`src/rtl/ray_grid_stepper_pkg.sv`:
```
`default_nettype none
// ============================================================================
// Package : ray_pkg
// Brief   : Shared state encoding, mode constants and cell helper for the
//           ray grid stepper.
// Rev     : 1.0
// ============================================================================
package ray_pkg;

  localparam logic [2:0] S_WAIT     = 3'd0;
  localparam logic [2:0] S_FIRST    = 3'd1;
  localparam logic [2:0] S_OFFSET   = 3'd2;
  localparam logic [2:0] S_BOUND    = 3'd3;
  localparam logic [2:0] S_MAP_WAIT = 3'd4;
  localparam logic [2:0] S_STEP     = 3'd5;
  localparam logic [2:0] S_DONE     = 3'd6;

  localparam logic MODE_HORIZ = 1'b0;
  localparam logic MODE_VERT  = 1'b1;

  function automatic int CELL_SIZE(input int cell_log2);
    return 1 << cell_log2;
  endfunction

endpackage
`default_nettype wire

```
`src/rtl/ray_grid_stepper_if.sv`:
```
`default_nettype none
// ============================================================================
// Interface : ray_grid_stepper_if
// Brief     : Request/result bundle between the column sequencer and stepper.
// Rev       : 1.0
// ============================================================================
interface ray_grid_stepper_if #(
  parameter int W    = 12,
  parameter int FRAC = 8,
  parameter int SC_W = 5
);
  logic                     begin_calc;
  logic                     mode;
  logic                     dir_pos;
  logic signed [W+FRAC-1:0] slope;
  logic [W-1:0]             playerX;
  logic [W-1:0]             playerY;
  logic [W-1:0]             wallX;
  logic [W-1:0]             wallY;
  logic                     wall_found;
  logic [SC_W-1:0]          step_count;
  logic                     busy;
  logic                     end_calc;

  modport slave (
    input  begin_calc, mode, dir_pos, slope, playerX, playerY,
    output wallX, wallY, wall_found, step_count, busy, end_calc
  );

  modport master (
    output begin_calc, mode, dir_pos, slope, playerX, playerY,
    input  wallX, wallY, wall_found, step_count, busy, end_calc
  );
endinterface
`default_nettype wire

```
`src/rtl/ray_grid_stepper_ctrl.sv`:
```
`default_nettype none
// ============================================================================
// Module : ray_stepper_ctrl
// Brief  : Sequencing FSM: map-latency counter, step counter and end reason.
// Rev    : 1.0
// ============================================================================
module ray_stepper_ctrl
  import ray_pkg::*;
#(
  parameter int MAX_STEPS = 16,
  parameter int MAP_LAT   = 1,
  parameter int SC_W      = 5
) (
  input  logic            clock,
  input  logic            resetn,
  input  logic            i_begin,
  input  logic            i_in_bounds,
  input  logic            i_map_wall,
  output logic [2:0]      o_state,
  output logic            o_accept,
  output logic            o_rd_en,
  output logic            o_busy,
  output logic            o_end_calc,
  output logic            o_wall_found,
  output logic [SC_W-1:0] o_step_count
);

  localparam int LAT_W = $clog2(MAP_LAT + 1);

  logic [2:0]      r_state;
  logic [2:0]      w_next;
  logic [LAT_W-1:0] r_lat;
  logic            r_wall_found;
  logic [SC_W-1:0] r_steps;
  logic            w_lat_last;
  logic            w_at_limit;

  always_comb begin
    w_lat_last = (r_lat == LAT_W'(MAP_LAT));
    w_at_limit = (r_steps == SC_W'(MAX_STEPS));
    w_next     = r_state;
    case (r_state)
      S_WAIT:     if (i_begin) w_next = S_FIRST;
      S_FIRST:    w_next = S_OFFSET;
      S_OFFSET:   w_next = S_BOUND;
      S_BOUND:    w_next = i_in_bounds ? S_MAP_WAIT : S_DONE;
      S_MAP_WAIT: if (w_lat_last) w_next = (i_map_wall || w_at_limit) ? S_DONE : S_STEP;
      S_STEP:     w_next = S_BOUND;
      S_DONE:     w_next = S_WAIT;
      default:    w_next = S_WAIT;
    endcase
  end

  always_ff @(posedge clock or negedge resetn) begin
    if (!resetn) begin
      r_state      <= S_WAIT;
      r_lat        <= '0;
      r_wall_found <= 1'b0;
      r_steps      <= '0;
    end else begin
      r_state <= w_next;

      // Counter is armed by the read strobe so the wall bit is taken exactly MAP_LAT cycles later
      if (r_state == S_BOUND)
        r_lat <= LAT_W'(1);
      else if (r_state == S_MAP_WAIT && !w_lat_last)
        r_lat <= r_lat + LAT_W'(1);

      if (o_accept)
        r_wall_found <= 1'b0;
      else if (r_state == S_MAP_WAIT && w_lat_last && i_map_wall)
        r_wall_found <= 1'b1;

      if (o_accept)
        r_steps <= '0;
      else if (r_state == S_STEP)
        r_steps <= r_steps + SC_W'(1);
    end
  end

  assign o_state      = r_state;
  assign o_accept     = (r_state == S_WAIT) && i_begin;
  assign o_rd_en      = (r_state == S_BOUND) && i_in_bounds;
  assign o_busy       = (r_state != S_WAIT);
  assign o_end_calc   = (r_state == S_DONE);
  assign o_wall_found = r_wall_found;
  assign o_step_count = r_steps;

endmodule
`default_nettype wire

```
`src/rtl/ray_grid_stepper.sv`:
```
`default_nettype none
// ============================================================================
// Module : ray_grid_stepper
// Brief  : Walks a ray across grid lines of one axis, querying the maze map
//          until a wall, the maze edge or the step limit is reached.
// Rev    : 1.0
// ============================================================================
module ray_grid_stepper
  import ray_pkg::*;
#(
  parameter int W         = 12,
  parameter int CELL_LOG2 = 6,
  parameter int MAP_COLS  = 8,
  parameter int MAP_ROWS  = 8,
  parameter int FRAC      = 8,
  parameter int MAX_STEPS = 16,
  parameter int MAP_LAT   = 1,
  localparam int COL_W    = (MAP_COLS > 1) ? $clog2(MAP_COLS) : 1,
  localparam int ROW_W    = (MAP_ROWS > 1) ? $clog2(MAP_ROWS) : 1,
  localparam int SC_W     = $clog2(MAX_STEPS + 1)
) (
  input  logic             clock,
  input  logic             resetn,
  ray_grid_stepper_if.slave s_ray,
  output logic             o_map_rd_en,
  output logic [COL_W-1:0] o_map_col,
  output logic [ROW_W-1:0] o_map_row,
  input  logic             i_map_wall
);

  localparam int WI = W + 2;
  localparam int PW = WI + W + FRAC;
  localparam int DW = W + FRAC + CELL_LOG2 + 1;

  localparam logic signed [WI-1:0] c_CELL      = WI'(CELL_SIZE(CELL_LOG2));
  localparam logic signed [WI-1:0] c_CELL_MASK = ~(c_CELL - WI'(1));
  localparam logic signed [WI-1:0] c_X_LIM     = WI'(MAP_COLS * CELL_SIZE(CELL_LOG2));
  localparam logic signed [WI-1:0] c_Y_LIM     = WI'(MAP_ROWS * CELL_SIZE(CELL_LOG2));

  logic [2:0]               w_state;
  logic                     w_accept;
  logic                     w_in_bounds;
  logic                     w_wall_found;
  logic [SC_W-1:0]          w_step_count;
  logic                     w_busy;
  logic                     w_end_calc;

  logic                     r_mode;
  logic                     r_dir;
  logic signed [W+FRAC-1:0] r_slope;
  logic [W-1:0]             r_px;
  logic [W-1:0]             r_py;
  logic signed [WI-1:0]     r_s;
  logic signed [WI-1:0]     r_o;
  logic signed [WI-1:0]     r_ds;
  logic signed [WI-1:0]     r_do;

  logic signed [WI-1:0]     w_s_in;
  logic signed [WI-1:0]     w_o_in;
  logic signed [WI-1:0]     w_base;
  logic signed [WI-1:0]     w_s1;
  logic signed [WI-1:0]     w_delta;
  logic signed [WI-1:0]     w_o1;
  logic signed [WI-1:0]     w_x;
  logic signed [WI-1:0]     w_y;
  logic signed [PW-1:0]     w_prod;
  logic signed [DW-1:0]     w_slope_dir;
  logic signed [DW-1:0]     w_do_full;

  ray_stepper_ctrl #(
    .MAX_STEPS (MAX_STEPS),
    .MAP_LAT   (MAP_LAT),
    .SC_W      (SC_W)
  ) u_ctrl (
    .clock        (clock),
    .resetn       (resetn),
    .i_begin      (s_ray.begin_calc),
    .i_in_bounds  (w_in_bounds),
    .i_map_wall   (i_map_wall),
    .o_state      (w_state),
    .o_accept     (w_accept),
    .o_rd_en      (o_map_rd_en),
    .o_busy       (w_busy),
    .o_end_calc   (w_end_calc),
    .o_wall_found (w_wall_found),
    .o_step_count (w_step_count)
  );

  // First crossing: only this path multiplies; the per-step offset is shift-only
  always_comb begin
    w_s_in      = (r_mode == MODE_VERT) ? WI'(r_px) : WI'(r_py);
    w_o_in      = (r_mode == MODE_VERT) ? WI'(r_py) : WI'(r_px);
    w_base      = w_s_in & c_CELL_MASK;
    w_s1        = r_dir ? (w_base + c_CELL) : (w_base - WI'(1));
    w_delta     = w_s1 - w_s_in;
    w_prod      = PW'(w_delta) * PW'(r_slope);
    w_o1        = w_o_in + WI'(w_prod >>> FRAC);
    w_slope_dir = r_dir ? DW'(r_slope) : -DW'(r_slope);
    w_do_full   = (w_slope_dir <<< CELL_LOG2) >>> FRAC;
  end

  always_comb begin
    w_x         = (r_mode == MODE_VERT) ? r_s : r_o;
    w_y         = (r_mode == MODE_VERT) ? r_o : r_s;
    w_in_bounds = !w_x[WI-1] && !w_y[WI-1] && (w_x < c_X_LIM) && (w_y < c_Y_LIM);
  end

  always_ff @(posedge clock or negedge resetn) begin
    if (!resetn) begin
      r_mode  <= 1'b0;
      r_dir   <= 1'b0;
      r_slope <= '0;
      r_px    <= '0;
      r_py    <= '0;
      r_s     <= '0;
      r_o     <= '0;
      r_ds    <= '0;
      r_do    <= '0;
    end else begin
      if (w_accept) begin
        r_mode  <= s_ray.mode;
        r_dir   <= s_ray.dir_pos;
        r_slope <= s_ray.slope;
        r_px    <= s_ray.playerX;
        r_py    <= s_ray.playerY;
      end
      case (w_state)
        S_FIRST: begin
          r_s <= w_s1;
          r_o <= w_o1;
        end
        S_OFFSET: begin
          r_ds <= r_dir ? c_CELL : -c_CELL;
          r_do <= WI'(w_do_full);
        end
        S_STEP: begin
          r_s <= r_s + r_ds;
          r_o <= r_o + r_do;
        end
        default: ;
      endcase
    end
  end

  assign o_map_col = o_map_rd_en ? w_x[CELL_LOG2 +: COL_W] : '0;
  assign o_map_row = o_map_rd_en ? w_y[CELL_LOG2 +: ROW_W] : '0;

  assign s_ray.wallX      = w_x[W-1:0];
  assign s_ray.wallY      = w_y[W-1:0];
  assign s_ray.wall_found = w_wall_found;
  assign s_ray.step_count = w_step_count;
  assign s_ray.busy       = w_busy;
  assign s_ray.end_calc   = w_end_calc;

endmodule
`default_nettype wire

```
`src/flat_wrapper.sv`:
```
// flat-port wrapper written by rule: the top's interface ports become plain ports
module ray_grid_stepper_flat import ray_pkg::*;
#(
  parameter int W         = 12,
  parameter int CELL_LOG2 = 6,
  parameter int MAP_COLS  = 8,
  parameter int MAP_ROWS  = 8,
  parameter int FRAC      = 8,
  parameter int MAX_STEPS = 16,
  parameter int MAP_LAT   = 1,
  localparam int COL_W    = (MAP_COLS > 1) ? $clog2(MAP_COLS) : 1,
  localparam int ROW_W    = (MAP_ROWS > 1) ? $clog2(MAP_ROWS) : 1,
  localparam int SC_W     = $clog2(MAX_STEPS + 1)
)
  (clock, resetn, o_map_rd_en, o_map_col, o_map_row, i_map_wall, s_ray_begin_calc, s_ray_mode, s_ray_dir_pos, s_ray_slope, s_ray_playerX, s_ray_playerY, s_ray_wallX, s_ray_wallY, s_ray_wall_found, s_ray_step_count, s_ray_busy, s_ray_end_calc);
  ray_grid_stepper_if #(.W(W), .FRAC(FRAC), .SC_W($clog2((16) + 1))) s_ray_i ();
  input  logic clock;
  input  logic resetn;
  output logic o_map_rd_en;
  output logic [COL_W-1:0] o_map_col;
  output logic [ROW_W-1:0] o_map_row;
  input  logic i_map_wall;
  input wire logic [$bits(s_ray_i.begin_calc)-1:0] s_ray_begin_calc;
  input wire logic [$bits(s_ray_i.mode)-1:0] s_ray_mode;
  input wire logic [$bits(s_ray_i.dir_pos)-1:0] s_ray_dir_pos;
  input wire logic [$bits(s_ray_i.slope)-1:0] s_ray_slope;
  input wire logic [$bits(s_ray_i.playerX)-1:0] s_ray_playerX;
  input wire logic [$bits(s_ray_i.playerY)-1:0] s_ray_playerY;
  output wire logic [$bits(s_ray_i.wallX)-1:0] s_ray_wallX;
  output wire logic [$bits(s_ray_i.wallY)-1:0] s_ray_wallY;
  output wire logic [$bits(s_ray_i.wall_found)-1:0] s_ray_wall_found;
  output wire logic [$bits(s_ray_i.step_count)-1:0] s_ray_step_count;
  output wire logic [$bits(s_ray_i.busy)-1:0] s_ray_busy;
  output wire logic [$bits(s_ray_i.end_calc)-1:0] s_ray_end_calc;
  assign s_ray_i.begin_calc = s_ray_begin_calc;
  assign s_ray_i.mode = s_ray_mode;
  assign s_ray_i.dir_pos = s_ray_dir_pos;
  assign s_ray_i.slope = s_ray_slope;
  assign s_ray_i.playerX = s_ray_playerX;
  assign s_ray_i.playerY = s_ray_playerY;
  assign s_ray_wallX = s_ray_i.wallX;
  assign s_ray_wallY = s_ray_i.wallY;
  assign s_ray_wall_found = s_ray_i.wall_found;
  assign s_ray_step_count = s_ray_i.step_count;
  assign s_ray_busy = s_ray_i.busy;
  assign s_ray_end_calc = s_ray_i.end_calc;
  ray_grid_stepper #(.W(W), .CELL_LOG2(CELL_LOG2), .MAP_COLS(MAP_COLS), .MAP_ROWS(MAP_ROWS), .FRAC(FRAC), .MAX_STEPS(MAX_STEPS), .MAP_LAT(MAP_LAT)) u_core (.clock(clock), .resetn(resetn), .s_ray(s_ray_i), .o_map_rd_en(o_map_rd_en), .o_map_col(o_map_col), .o_map_row(o_map_row), .i_map_wall(i_map_wall));
endmodule
```
`config.mk`:
```
export PLATFORM = sky130hd
export DESIGN_NAME = ray_grid_stepper_flat
export DESIGN_NICKNAME = d
export VERILOG_FILES = /design/src/rtl/ray_grid_stepper_pkg.sv /design/src/rtl/ray_grid_stepper_if.sv /design/src/rtl/ray_grid_stepper_ctrl.sv /design/src/rtl/ray_grid_stepper.sv /design/src/flat_wrapper.sv
export SDC_FILE = /design/constraint.sdc
export NUM_CORES = 1
export LEC_CHECK = 0
export BUFFER_PORTS_ARGS = -buffer_cell sky130_fd_sc_hd__buf_4
export CAP_MARGIN = 20
export CORE_MARGIN = 8
export CORE_UTILIZATION = 62
export CTS_CLUSTER_DIAMETER = 200
export DETAILED_ROUTE_END_ITERATION = 6
export GPL_ROUTABILITY_DRIVEN = 0
export PLACE_DENSITY_LB_ADDON = 0.05
export SYNTH_ARGS = -nofsm -noshare
export SYNTH_HDL_FRONTEND = slang
export SYNTH_SLANG_ARGS = --single-unit
export TNS_END_PERCENT = 30
```
`constraint.sdc`:
```
create_clock -name clock -period 13.1 [get_ports clock]
set_input_delay 3.93 -clock clock [delete_from_list [all_inputs] [get_ports clock]]
set_output_delay 3.93 -clock clock [all_outputs]
set_load 0.005 [all_outputs]
```
==> reports/results.ini <==
[finish]
layout-area-overhead-vs-synth_pct = 9.48
antenna_cells = 0
finalNetCount = 1787
drive_gt1_share_pct = 14.2
final_cell_area_sq_um = 14000

[critical_path]
critical_path_class = reg -> reg
critPathTopFamily = adder cells
cp.depth = 36
crit_arrival_ps = 10480
critPathSlowestCell = xor2_2
critPathBufInv = 4
endpoint_kind = flip-flop
ff2ff_path_depth = 36
cp.required_ps = 13330
path_max_fanout = 40
cp-start-kind = flip-flop
cpPeakStageDelay_ps = 780

[grt]
grt_max_degree = 52
grt_pass1_wl_um = 51800
antenna_found_initial = 1
overflow = 0
grtUsageTotal_pct = 24.8
first_global_vias = 10600

[clocking]
h-tree-depth = 3
cts_tree = done
hold_buffers = 0
post-cts-setup-buffer-count = 0
clkSinkCount = 95
cts.path.max_buffers = 2
cts_buffers = 9
cts_resized = 0
cts.reportedPaths.clkPinSlew_ps = 80
root_buffer = clkbuf_16
clock_latency_ps = 350

[yosys]
synth_edf_count = 0
synth_flop_cell = dfrtp_1
async_flop_share_pct = 100
ys_types = 57
syn-instance-count = 1423
ys_seq_elements = 95
syn_avg_cell_area_sq_um = 8.97
ys_seq_area_share_pct = 18.6
syn-num-nets = 1739
syn_area_sq_um = 12800
ys_warn_count = 0

[floorplanning]
coreArea_sq_um = 20200
die_w_um = 160
num_io_pins = 89
start_util_pct = 63.1
die_y_um = 160
fp-row-count = 52
dieArea_sq_um = 25400

[drt]
drtIter0Drc = 483
vias = 9781
vias_per_cell = 5.60
totalWireLength_um = 30600
avgRoutedWirePerCell_um = 17.5
drc = 0
ant_nets = 0
firstDrtPassIters = 5

[placement]
placed_area_sq_um = 13600
io_buffers = 88
dpl.hpwl_um = 23500

[timing]
hold_viol_final = 0
final.period_utilization_pct = 78.3
tightest_slew_ps = 976
clock.fmax_mhz = 97.5
rsz0062_at_grt = no
slew_viol_final = 0
finalCriticalPeriod_ps = 10250
setup_viol = 0
fin_tns_setup_ps = 0
fin_skew_ps = 9.53
maxSlewHeadroom_pct = 34.8

[job]
cap_violations = 0

[status]
status = finished clean

[min_path]
hold-path-cell-count = 1
hp-class = reg -> reg

## flip-flops by register name (all words and copies together), names as in the netlist
register                    count
u_core.r_dir                    1
u_core.r_do                    14
u_core.r_ds                     2
u_core.r_mode                   1
u_core.r_o                     14
u_core.r_px                    12
u_core.r_py                    12
u_core.r_s                      9
u_core.r_slope                 20
u_core.u_ctrl.o_state           3
u_core.u_ctrl.o_step_count      5
u_core.u_ctrl.o_wall_found      1
u_core.u_ctrl.r_lat             1
## path summary, 6_finish.rpt
kind	start	endpoint	slack, ps
setup / recovery	u_core.r_mode	u_core.r_o[13]	2850
hold / removal	u_core.r_ds[6]	u_core.r_ds[6]	490
setup reg to reg	u_core.r_mode	u_core.r_o[13]	2850
hold reg to reg	u_core.r_ds[6]	u_core.r_ds[6]	490
max in group asynchronous	resetn	u_core.r_slope[19]	8430
min in group asynchronous	resetn	u_core.r_slope[4]	3610
## per-stage QoR
stage | std cells | worst slack [ps] | utilization [%] | hold WS (ps)
after floorplan | 1423 | 3780 | - | 441
after detailed placement | 1729 | 2990 | 67.4 | 475
after global placement | 1729 | 3160 | 67.4 | 457
final | 1746 | 2850 | 69.1 | 487
after global routing | 1746 | 2200 | 69.1 | 504
after CTS | 1745 | 2950 | 69.0 | 493
## area by class of cell
cell class	count	area, sq um
inverters	227	852
fillers	1632	6250
clock buffers	10	239
well taps	270	338
multi-input cells	1036	9310
flip-flops and latches	95	2380
clock inverters	6	90.1
repair buffers	102	773
## per-layer routing
layer	global-route usage (%)	vias up	share of wire, %
met5	0	-	0
met3	3.85	43	5.7
met4	6.56	0	2.0
li1	-	4571	-
met1	31.4	4881	42
met2	43.5	286	50
## kinds of logic (layout without fill, tap and decap cells)
| logic type | count (synthesis) | in the layout | share of synthesized area, % |
|---|---|---|---|
| adders and majority gates | 266 | 266 | 35.2 |
| AOI/OAI and AO/OA | 179 | 179 | 8.68 |
| xor gates and xnor gates | 91 | 91 | 6.53 |
| buffers and inverters | 292 | 345 | 8.65 |
| DFF | 95 | 95 | 18.6 |
| muxes | 81 | 81 | 7.18 |
| and+or+nand+nor | 419 | 419 | 15.1 |
## placed cells by master, fill, tap and decap left out, drive strengths merged, types with 3 or more instances in the layout
cell type / count
o21bai: 4
nor3: 12
nor2b: 46
nor4: 4
xor2: 14
inv: 229
o21a: 7
a21oi: 47
mux2i: 12
dfrtp: 95
nand2: 193
buf: 102
nand4: 5
a31oi: 7
xnor2: 76
a21boi: 5
nor2: 77
nand3: 8
and3: 5
and2: 49
a21o: 12
mux2: 69
or2: 4
clkbuf: 10
fa: 156
nand2b: 11
o41ai: 3
ha: 110
o211ai: 5
o21ai: 74
## worst register-to-register path: cells and delay by family (launching register included)
family          cells  cell delay [ps]
compound gates     11             2700
flops               1              580
buf+inv             4              620
xor+xnor            2              870
mux                 1              430
simple gates        8             1020
fa+ha+maj          10             3940
## synthesized netlist by cell type, drive strengths merged (12+ instances only)
cell type / number / share of area (%)
and2: 49 / 2.4
fa: 156 / 24
a21o: 12 / 0.71
ha: 110 / 11
xor2: 14 / 0.96
mux2i: 12 / 1.1
inv: 227 / 6.7
xnor2: 76 / 5.4
a21oi: 47 / 2.0
nor3: 12 / 0.47
clkbuf: 62 / 1.8
o21ai: 74 / 2.9
mux2: 69 / 6.1
nor2b: 46 / 2.3
nand2: 193 / 5.7
dfrtp: 95 / 19
nor2: 77 / 2.3
Power is not shown: default switching activity piles up to over one toggle a cycle in this logic, so the estimate is an artifact.
